## config.mk

```make
export PLATFORM = sky130hd
export DESIGN_NAME = port_rmw_ctrl
export DESIGN_NICKNAME = d
export VERILOG_FILES = /design/src/rtl/port_ctrl_pkg.sv /design/src/rtl/rmw_alu.sv /design/src/rtl/port_rmw_ctrl.sv
export SDC_FILE = /design/constraint.sdc
export NUM_CORES = 1
export LEC_CHECK = 0
export CORE_MARGIN = 3
export CORE_UTILIZATION = 30
export DETAILED_ROUTE_END_ITERATION = 16
export PLACE_DENSITY = 0.52
export RECOVER_POWER = 50
export SLEW_MARGIN = 20
export SYNTH_ARGS = -nofsm -noshare
export SYNTH_HDL_FRONTEND = slang
export SYNTH_HIERARCHICAL = 1
export SYNTH_SLANG_ARGS = --single-unit
```

## constraint.sdc

```tcl
create_clock -name clock -period 2.3 [get_ports clock]
set_input_delay 0.575 -clock clock [delete_from_list [all_inputs] [get_ports clock]]
set_output_delay 0.575 -clock clock [all_outputs]
set_load 0.005 [all_outputs]
```

## src/rtl/port_ctrl_pkg.sv

```systemverilog
// ---------------------------------------------------------------------------
// port_ctrl_pkg
// Shared definitions for the port SFR read-modify-write controller.
//   - op_t     : operation codes presented by the requesters
//   - state_t  : sequencing states of the controller FSM
//   - RMW_OP_MASK / is_rmw / is_bit_op : op classification helpers
// Ops 0..3 address a whole byte; ops 4..7 address a single bit, so bit 2
// of the op code tells the two apart.
// ---------------------------------------------------------------------------
package port_ctrl_pkg;

    typedef enum logic [2:0] {
        OP_MOV  = 3'd0,
        OP_ANL  = 3'd1,
        OP_ORL  = 3'd2,
        OP_XRL  = 3'd3,
        OP_SETB = 3'd4,
        OP_CLRB = 3'd5,
        OP_CPLB = 3'd6,
        OP_MOVB = 3'd7
    } op_t;

    typedef enum logic [2:0] {
        ST_IDLE   = 3'd0,
        ST_READ   = 3'd1,
        ST_WAIT   = 3'd2,
        ST_MODIFY = 3'd3,
        ST_WRITE  = 3'd4
    } state_t;

    // One bit per op code; set where the op needs the current latch value.
    localparam logic [7:0] RMW_OP_MASK = 8'b0100_1110;

    function automatic logic is_rmw(input op_t op);
        return RMW_OP_MASK[op];
    endfunction

    function automatic logic is_bit_op(input op_t op);
        return op[2];
    endfunction

endpackage

```

## src/rtl/rmw_alu.sv

```systemverilog
// ---------------------------------------------------------------------------
// rmw_alu
// Combinational modify step of a read-modify-write sequence.
// Ports:
//   op          in  3  operation code (op_t encoding)
//   rd_data     in  8  current latch value read back from the SFR bus
//   operand     in  8  byte operand of the request
//   bit_idx     in  3  bit position inside the byte for bit ops
//   result_byte out 8  new byte value for ANL/ORL/XRL (operand otherwise)
//   result_bit  out 1  new bit value for CPLB/SETB (0 otherwise)
// ---------------------------------------------------------------------------
module rmw_alu
    import port_ctrl_pkg::*;
(
    input  logic [2:0] op,
    input  logic [7:0] rd_data,
    input  logic [7:0] operand,
    input  logic [2:0] bit_idx,
    output logic [7:0] result_byte,
    output logic       result_bit
);

    always_comb begin
        result_byte = operand;
        result_bit  = 1'b0;
        case (op_t'(op))
            OP_ANL:  result_byte = rd_data & operand;
            OP_ORL:  result_byte = rd_data | operand;
            OP_XRL:  result_byte = rd_data ^ operand;
            OP_SETB: result_bit  = 1'b1;
            OP_CPLB: result_bit  = ~rd_data[bit_idx];
            default: ;
        endcase
    end

endmodule

```

## src/rtl/port_rmw_ctrl.sv

```systemverilog
// ---------------------------------------------------------------------------
// port_rmw_ctrl
// Sequencer in front of the port SFR latches. Two requesters (req0 = CPU
// execute stage, req1 = debug/ISP agent) share it; each granted request is
// run as one atomic sequence: direct ops go straight to a write, RMW ops
// read the latch, modify it and write it back.
// Ports:
//   clock, reset            clock and asynchronous active-low reset
//   reqN/opN/addrN/dataN/bitN  request N and its operands (held until ackN)
//   ack0, ack1              one-cycle completion pulse, in the write cycle
//   sfr_rd_en/sfr_rd_addr   read strobe and address (READ state only)
//   sfr_rd_data             read data, valid RD_LATENCY cycles after strobe
//   sfr_addr/sfr_data/sfr_bit  write payload, held between writes
//   sfr_write_en            write strobe
//   sfr_write_bit_en        marks the write as a single-bit write
//   busy                    high whenever a sequence is in progress
// ---------------------------------------------------------------------------
module port_rmw_ctrl
    import port_ctrl_pkg::*;
#(
    parameter int RD_LATENCY = 1
)
(
    input  logic       clock,
    input  logic       reset,
    input  logic       req0,
    input  logic       req1,
    input  logic [2:0] op0,
    input  logic [2:0] op1,
    input  logic [7:0] addr0,
    input  logic [7:0] addr1,
    input  logic [7:0] data0,
    input  logic [7:0] data1,
    input  logic       bit0,
    input  logic       bit1,
    output logic       ack0,
    output logic       ack1,
    output logic       sfr_rd_en,
    output logic [7:0] sfr_rd_addr,
    input  logic [7:0] sfr_rd_data,
    output logic [7:0] sfr_addr,
    output logic [7:0] sfr_data,
    output logic       sfr_bit,
    output logic       sfr_write_en,
    output logic       sfr_write_bit_en,
    output logic       busy
);

    state_t     state_q, state_d;
    logic       last_grant_q;
    logic       grant_q;
    logic [2:0] op_q;
    logic [7:0] addr_q;
    logic [7:0] data_q;
    logic       bit_q;
    logic [7:0] sfr_addr_q;
    logic [7:0] sfr_data_q;
    logic       sfr_bit_q;

    logic       any_req;
    logic       grant_sel;
    logic [2:0] sel_op;
    logic [7:0] sel_addr;
    logic [7:0] sel_data;
    logic       sel_bit;
    logic [7:0] alu_byte;
    logic       alu_bit;

    // Round-robin only matters when both ask at once; otherwise the single
    // requester wins. A lone req1 gives 1, a lone req0 gives 0.
    assign any_req   = req0 | req1;
    assign grant_sel = (req0 & req1) ? ~last_grant_q : req1;
    assign sel_op    = grant_sel ? op1   : op0;
    assign sel_addr  = grant_sel ? addr1 : addr0;
    assign sel_data  = grant_sel ? data1 : data0;
    assign sel_bit   = grant_sel ? bit1  : bit0;

    rmw_alu u_alu (
        .op          (op_q),
        .rd_data     (sfr_rd_data),
        .operand     (data_q),
        .bit_idx     (addr_q[2:0]),
        .result_byte (alu_byte),
        .result_bit  (alu_bit)
    );

    // State register.
    always_ff @(posedge clock or negedge reset) begin
        if (!reset) begin
            state_q <= ST_IDLE;
        end else begin
            state_q <= state_d;
        end
    end

    // Next-state logic and the strobes. Strobes and acks are decoded from
    // the current state so an asynchronous reset kills them at once.
    always_comb begin
        state_d          = state_q;
        sfr_rd_en        = 1'b0;
        sfr_rd_addr      = 8'h00;
        sfr_write_en     = 1'b0;
        sfr_write_bit_en = 1'b0;
        ack0             = 1'b0;
        ack1             = 1'b0;
        busy             = (state_q != ST_IDLE);
        case (state_q)
            ST_IDLE: begin
                if (any_req) begin
                    state_d = is_rmw(op_t'(sel_op)) ? ST_READ : ST_WRITE;
                end
            end
            ST_READ: begin
                sfr_rd_en   = 1'b1;
                sfr_rd_addr = is_bit_op(op_t'(op_q)) ? {addr_q[7:3], 3'b000}
                                                     : addr_q;
                state_d     = (RD_LATENCY == 2) ? ST_WAIT : ST_MODIFY;
            end
            ST_WAIT: begin
                state_d = ST_MODIFY;
            end
            ST_MODIFY: begin
                state_d = ST_WRITE;
            end
            ST_WRITE: begin
                sfr_write_en     = 1'b1;
                sfr_write_bit_en = is_bit_op(op_t'(op_q));
                ack0             = ~grant_q;
                ack1             = grant_q;
                state_d          = ST_IDLE;
            end
            default: begin
                state_d = ST_IDLE;
            end
        endcase
    end

    // Request latching and the write payload. Direct ops know their payload
    // at grant time; RMW ops fill it in from the ALU in MODIFY. Bit writes
    // leave sfr_data untouched and byte writes leave sfr_bit untouched so
    // both hold their last values.
    always_ff @(posedge clock or negedge reset) begin
        if (!reset) begin
            last_grant_q <= 1'b1;
            grant_q      <= 1'b0;
            op_q         <= 3'd0;
            addr_q       <= 8'h00;
            data_q       <= 8'h00;
            bit_q        <= 1'b0;
            sfr_addr_q   <= 8'h00;
            sfr_data_q   <= 8'h00;
            sfr_bit_q    <= 1'b0;
        end else begin
            if (state_q == ST_IDLE && any_req) begin
                grant_q      <= grant_sel;
                last_grant_q <= grant_sel;
                op_q         <= sel_op;
                addr_q       <= sel_addr;
                data_q       <= sel_data;
                bit_q        <= sel_bit;
                if (!is_rmw(op_t'(sel_op))) begin
                    sfr_addr_q <= sel_addr;
                    if (is_bit_op(op_t'(sel_op))) begin
                        sfr_bit_q <= (op_t'(sel_op) == OP_MOVB) ? sel_bit
                                   : (op_t'(sel_op) == OP_SETB);
                    end else begin
                        sfr_data_q <= sel_data;
                    end
                end
            end
            if (state_q == ST_MODIFY) begin
                sfr_addr_q <= addr_q;
                if (is_bit_op(op_t'(op_q))) begin
                    sfr_bit_q <= alu_bit;
                end else begin
                    sfr_data_q <= alu_byte;
                end
            end
        end
    end

    assign sfr_addr = sfr_addr_q;
    assign sfr_data = sfr_data_q;
    assign sfr_bit  = sfr_bit_q;

endmodule
```

==> impl_metrics.xml <==
<?xml version="1.0" encoding="UTF-8"?>
<metrics>
  <group name="floorplanning">
    <metric name="pin_count" unit="">83</metric>
    <metric name="fp.coreArea" unit="um^2">9371</metric>
    <metric name="initial_core_util" unit="">0.3121</metric>
    <metric name="die_w" unit="um">104.7</metric>
    <metric name="rows" unit="">35</metric>
    <metric name="die-area" unit="um^2">10970</metric>
    <metric name="die_h" unit="um">104.7</metric>
  </group>
  <group name="cells_and_area">
    <metric name="final_common_cell" unit="">clkdlybuf4s50_1</metric>
    <metric name="layout.nets" unit="">493</metric>
    <metric name="area.growth.synth_to_final" unit="%">42.17</metric>
    <metric name="fill_cells" unit="">956</metric>
    <metric name="count_of_placed_standard_cells_in_the_final_layout_fillers_left_out" unit="">555</metric>
    <metric name="final_cell_mix" unit="">72 x clkdlybuf4s50_1, 40 x dfrtp_1, 36 x nand2_1, 31 x buf_4</metric>
    <metric name="antenna_cells_inserted" unit="">0</metric>
    <metric name="post_route_cells_drive_above_1_share" unit="">0.1479</metric>
  </group>
  <group name="pwr">
    <metric name="total_leakage_power" unit="nW">1.920</metric>
    <metric name="internal_power" unit="mW">2.712</metric>
    <metric name="pwr-share-comb" unit="">0.551</metric>
    <metric name="power_density" unit="nW/um^2">1085</metric>
    <metric name="vdd.ir_drop.worst" unit="V">0.0003941</metric>
    <metric name="design_power_total" unit="mW">4.513</metric>
    <metric name="pwr-share-seq" unit="">0.327</metric>
    <metric name="power.switching_fraction" unit="">0.3991</metric>
    <metric name="pwr-share-clk" unit="">0.122</metric>
    <metric name="p_sw" unit="mW">1.801</metric>
  </group>
  <group name="routing">
    <metric name="route.final.wire_length" unit="um">8464</metric>
    <metric name="vias" unit="">2669</metric>
    <metric name="drt_drc_violations_left" unit="">0</metric>
    <metric name="drtAntennaViolNets" unit="">0</metric>
    <metric name="drc_marker_count_from_the_first_detailed_route_iteration" unit="">106</metric>
    <metric name="routedWlPerCell" unit="um">15.25</metric>
    <metric name="drt-pass1-iter-count" unit="">4</metric>
    <metric name="viasPerCell" unit="">4.809</metric>
  </group>
  <group name="logic_synthesis">
    <metric name="synth_seq_area_share" unit="">0.3512</metric>
    <metric name="synth_cell_types" unit="">49</metric>
    <metric name="post_synth.cell_area_avg" unit="um^2">9.085</metric>
    <metric name="postSynthCellCount" unit="">322</metric>
    <metric name="synth_flop_cell" unit="">dfrtp_1</metric>
    <metric name="async_flop_share" unit="">1.000</metric>
    <metric name="synth_area" unit="um^2">2925</metric>
    <metric name="synth-edff-count" unit="">0</metric>
    <metric name="synth_nets" unit="">390</metric>
    <metric name="ys.warnings.count" unit="">6</metric>
    <metric name="postSynthRegisterBits" unit="">41</metric>
  </group>
  <group name="timing">
    <metric name="hold_slack" unit="ns">0.5081</metric>
    <metric name="fmaxAchievable" unit="MHz">442.7</metric>
    <metric name="finalCritPeriodShare" unit="">0.9821</metric>
    <metric name="fin_skew" unit="ns">0.01514</metric>
    <metric name="slew-limit-headroom" unit="">0.1700</metric>
    <metric name="final.min_clock_period" unit="ns">2.259</metric>
    <metric name="final_max_slew_viol_count" unit="">0</metric>
    <metric name="tightest_slew" unit="ns">1.245</metric>
    <metric name="grt_setup_unrepaired" unit="">yes</metric>
    <metric name="number_of_hold_violations_in_the_final_report" unit="">0</metric>
    <metric name="setup_violations" unit="">0</metric>
  </group>
  <group name="placement">
    <metric name="numPortBuffers" unit="">82</metric>
    <metric name="post-place-cells" unit="">540</metric>
    <metric name="place.detailed.hpwl" unit="um">6734</metric>
    <metric name="finalWeightedCongestion" unit="">0.7485</metric>
  </group>
  <group name="cts">
    <metric name="clk_latency" unit="ns">0.30</metric>
    <metric name="max-clock-path-buffers" unit="">2</metric>
    <metric name="cts_tree" unit="">yes</metric>
    <metric name="cts_hold_buffers" unit="">0</metric>
    <metric name="cts_num_sinks" unit="">41</metric>
    <metric name="ctsHtreeMaxLevel" unit="">2</metric>
    <metric name="clk_root_buffer_cell" unit="">clkbuf_8</metric>
    <metric name="clkTransAtPathRegs" unit="ns">0.09</metric>
    <metric name="inserted_clock_buffers" unit="">5</metric>
  </group>
  <group name="global_route">
    <metric name="grt_most_used_layer" unit="">met2</metric>
    <metric name="grt_antenna_before_repair" unit="">0</metric>
    <metric name="grt_first_pass_wirelength" unit="um">13950</metric>
    <metric name="global_route.usage.met1" unit="">0.2068</metric>
    <metric name="global_route.usage.met2" unit="">0.2626</metric>
    <metric name="grt-ovfl-total" unit="">0</metric>
    <metric name="first_global_vias" unit="">2709</metric>
    <metric name="grt_util_met3" unit="">0.03582</metric>
    <metric name="maximum_number_of_pins_on_one_net_before_global_route_repair" unit="">26</metric>
    <metric name="grt_util_all_layers" unit="">0.1566</metric>
  </group>
  <group name="setup_path">
    <metric name="cpMaxStageDelayCell" unit="">dfrtp_1</metric>
    <metric name="timing.critical_path.arrival" unit="ns">1.68</metric>
    <metric name="crit_start" unit="">state_q[0]</metric>
    <metric name="cp-start-kind" unit="">flop</metric>
    <metric name="slowest_delay" unit="ns">0.42</metric>
    <metric name="cp_data_required_time" unit="ns">1.73</metric>
    <metric name="crit_fanout" unit="">4</metric>
    <metric name="timing.critical_path.max_delay_family" unit="">buffers and inverters</metric>
    <metric name="reg2reg_setup_slack" unit="ns">0.43</metric>
    <metric name="critical_path.endpoint_type" unit="">output port</metric>
    <metric name="regToRegEndpoint" unit="">sfr_addr[0]</metric>
    <metric name="critical_path.most_common_cell" unit="">buf_4</metric>
    <metric name="r2r-start" unit="">state_q[1]</metric>
    <metric name="criticalPathCategory" unit="">reg -&gt; out</metric>
    <metric name="timing.critical_path.cells" unit="">nor3b_2 &gt; buf_4 &gt; buf_4 &gt; buf_4 &gt; and2_1 &gt; dlygate4sd2_1</metric>
    <metric name="critPathBufInv" unit="">4</metric>
    <metric name="worstRegToRegCells" unit="">7</metric>
  </group>
  <group name="min_path">
    <metric name="hold_path_depth" unit="">2</metric>
    <metric name="min_from" unit="">addr_q[7]</metric>
    <metric name="hold_path_end" unit="">addr_q[7]</metric>
    <metric name="hold_class" unit="">reg -&gt; reg</metric>
  </group>
  <group name="status">
    <metric name="run_status" unit="">finished clean</metric>
  </group>
  <group name="flow_run">
    <metric name="timing.max_cap.violations" unit="">0</metric>
  </group>
</metrics>
[Yosys cell counts, types with 4 or more instances]
cell      count  area, um^2
a211oi_1      8       60.06
a21oi_1      18       90.09
ha_1         16       200.2
mux2i_1      22       220.2
clkbuf_1      5       18.77
buf_6         5       56.30
and3_1        5       31.28
o21ai_1       8       40.04
buf_2         8       40.04
a31o_1        7       61.31
nand2_1      36       135.1
nor2b_1       4       25.02
dfrtp_1      40        1001
nor2_1       13       48.80
a311o_1       8       80.08
and2_1       17       106.4
inv_1        21       78.83
nand2b_1     10       62.56
o21ai_0      22       110.1
[worst max path at each step]
stage	end	slack, ns	cells past startpoint
after CTS	ack0	0.0003	4
after global routing	sfr_rd_addr[3]	-0.05	6
after floorplan	sfr_rd_addr[0]	0.46	4
after detailed placement	sfr_data[1]	-0.002	6
final	sfr_rd_addr[3]	0.04	6
after global placement	sfr_addr[4]	0.02	6
[layout make-up]
class | count | area [um^2] | share of cell area
sequential | 41 | 1027 | 0.2470
multi-input combinational | 241 | 1722 | 0.4140
tap | 129 | 161.4 | 0.03881
inverter | 21 | 78.83 | 0.01895
timing repair buffer | 115 | 1065 | 0.2560
clock buffer | 7 | 96.34 | 0.02316
clock inverter | 1 | 8.758 | 0.002106
[logic make-up (layout without fill, tap and decap cells)]
| family | after synthesis | after routing | synth area share |
|---|---|---|---|
| fa+ha+maj | 16 | 16 | 0.06843 |
| simple gates | 106 | 106 | 0.2019 |
| xor+xnor | 1 | 1 | 0.002995 |
| flops | 41 | 41 | 0.3512 |
| mux | 25 | 25 | 0.09196 |
| buf+inv | 40 | 144 | 0.06886 |
| compound gates | 93 | 93 | 0.2147 |
[metal layers]
layer | share of wire | wire (um) | vias up
met2 | 0.47 | 4009 | 60
met4 | 0.0058 | 49 | 0
li1 | - | - | 1344
met3 | 0.050 | 423 | 4
met1 | 0.47 | 3981 | 1261
met5 | 0 | 0 | -
[registers in the layout (all words and copies together), names as in the netlist]
name	cells
sfr_data	8
state_q	3
grant_q	1
data_q	8
op_q	3
addr_q	8
last_grant_q	1
sfr_addr	8
sfr_bit	1
[worst min-delay path, delay by kind of cell, from the launching register on]
family,cells,cell delay (ns)
flops,1,0.37
compound gates,1,0.06
simple gates,1,0.05
[repair_timing]
item                                    CTS  global route
pin swaps                                 1             1
gates resized for setup                  13             2
setup buffers                             6             1
endpoints found under the setup margin   10             3
cloned                                    0             0
[through the flow]
| stage | TNS, ns | instance area [um^2] | setup WS (ns) | utilization |
|---|---|---|---|---|
| after floorplan | 0 | 2925 | 0.4621 | - |
| after detailed placement | -0.001799 | 4004 | -0.001799 | 0.4272 |
| after CTS | 0 | 4165 | 0.0002807 | 0.4445 |
| after global placement | 0 | 4004 | 0.02394 | 0.4272 |
| final | 0 | 4159 | 0.04115 | 0.4438 |
| after global routing | -0.04778 | 4159 | -0.04778 | 0.4438 |
[power by group through the flow]
| stage | clock [mW] | sequential, mW | combinational (mW) |
|---|---|---|---|
| 2_1_floorplan | 0 | 1.33 | 1.49 |
| 3_3_place_gp | 0 | 1.49 | 2.38 |
| 3_5_place_dp | 0 | 1.49 | 2.41 |
| 4_1_cts | 0.560 | 1.49 | 2.51 |
| 5_1_grt | 0.590 | 1.55 | 2.78 |
| 6_report | 0.549 | 1.48 | 2.49 |
Power figures use the tool's default switching activity.
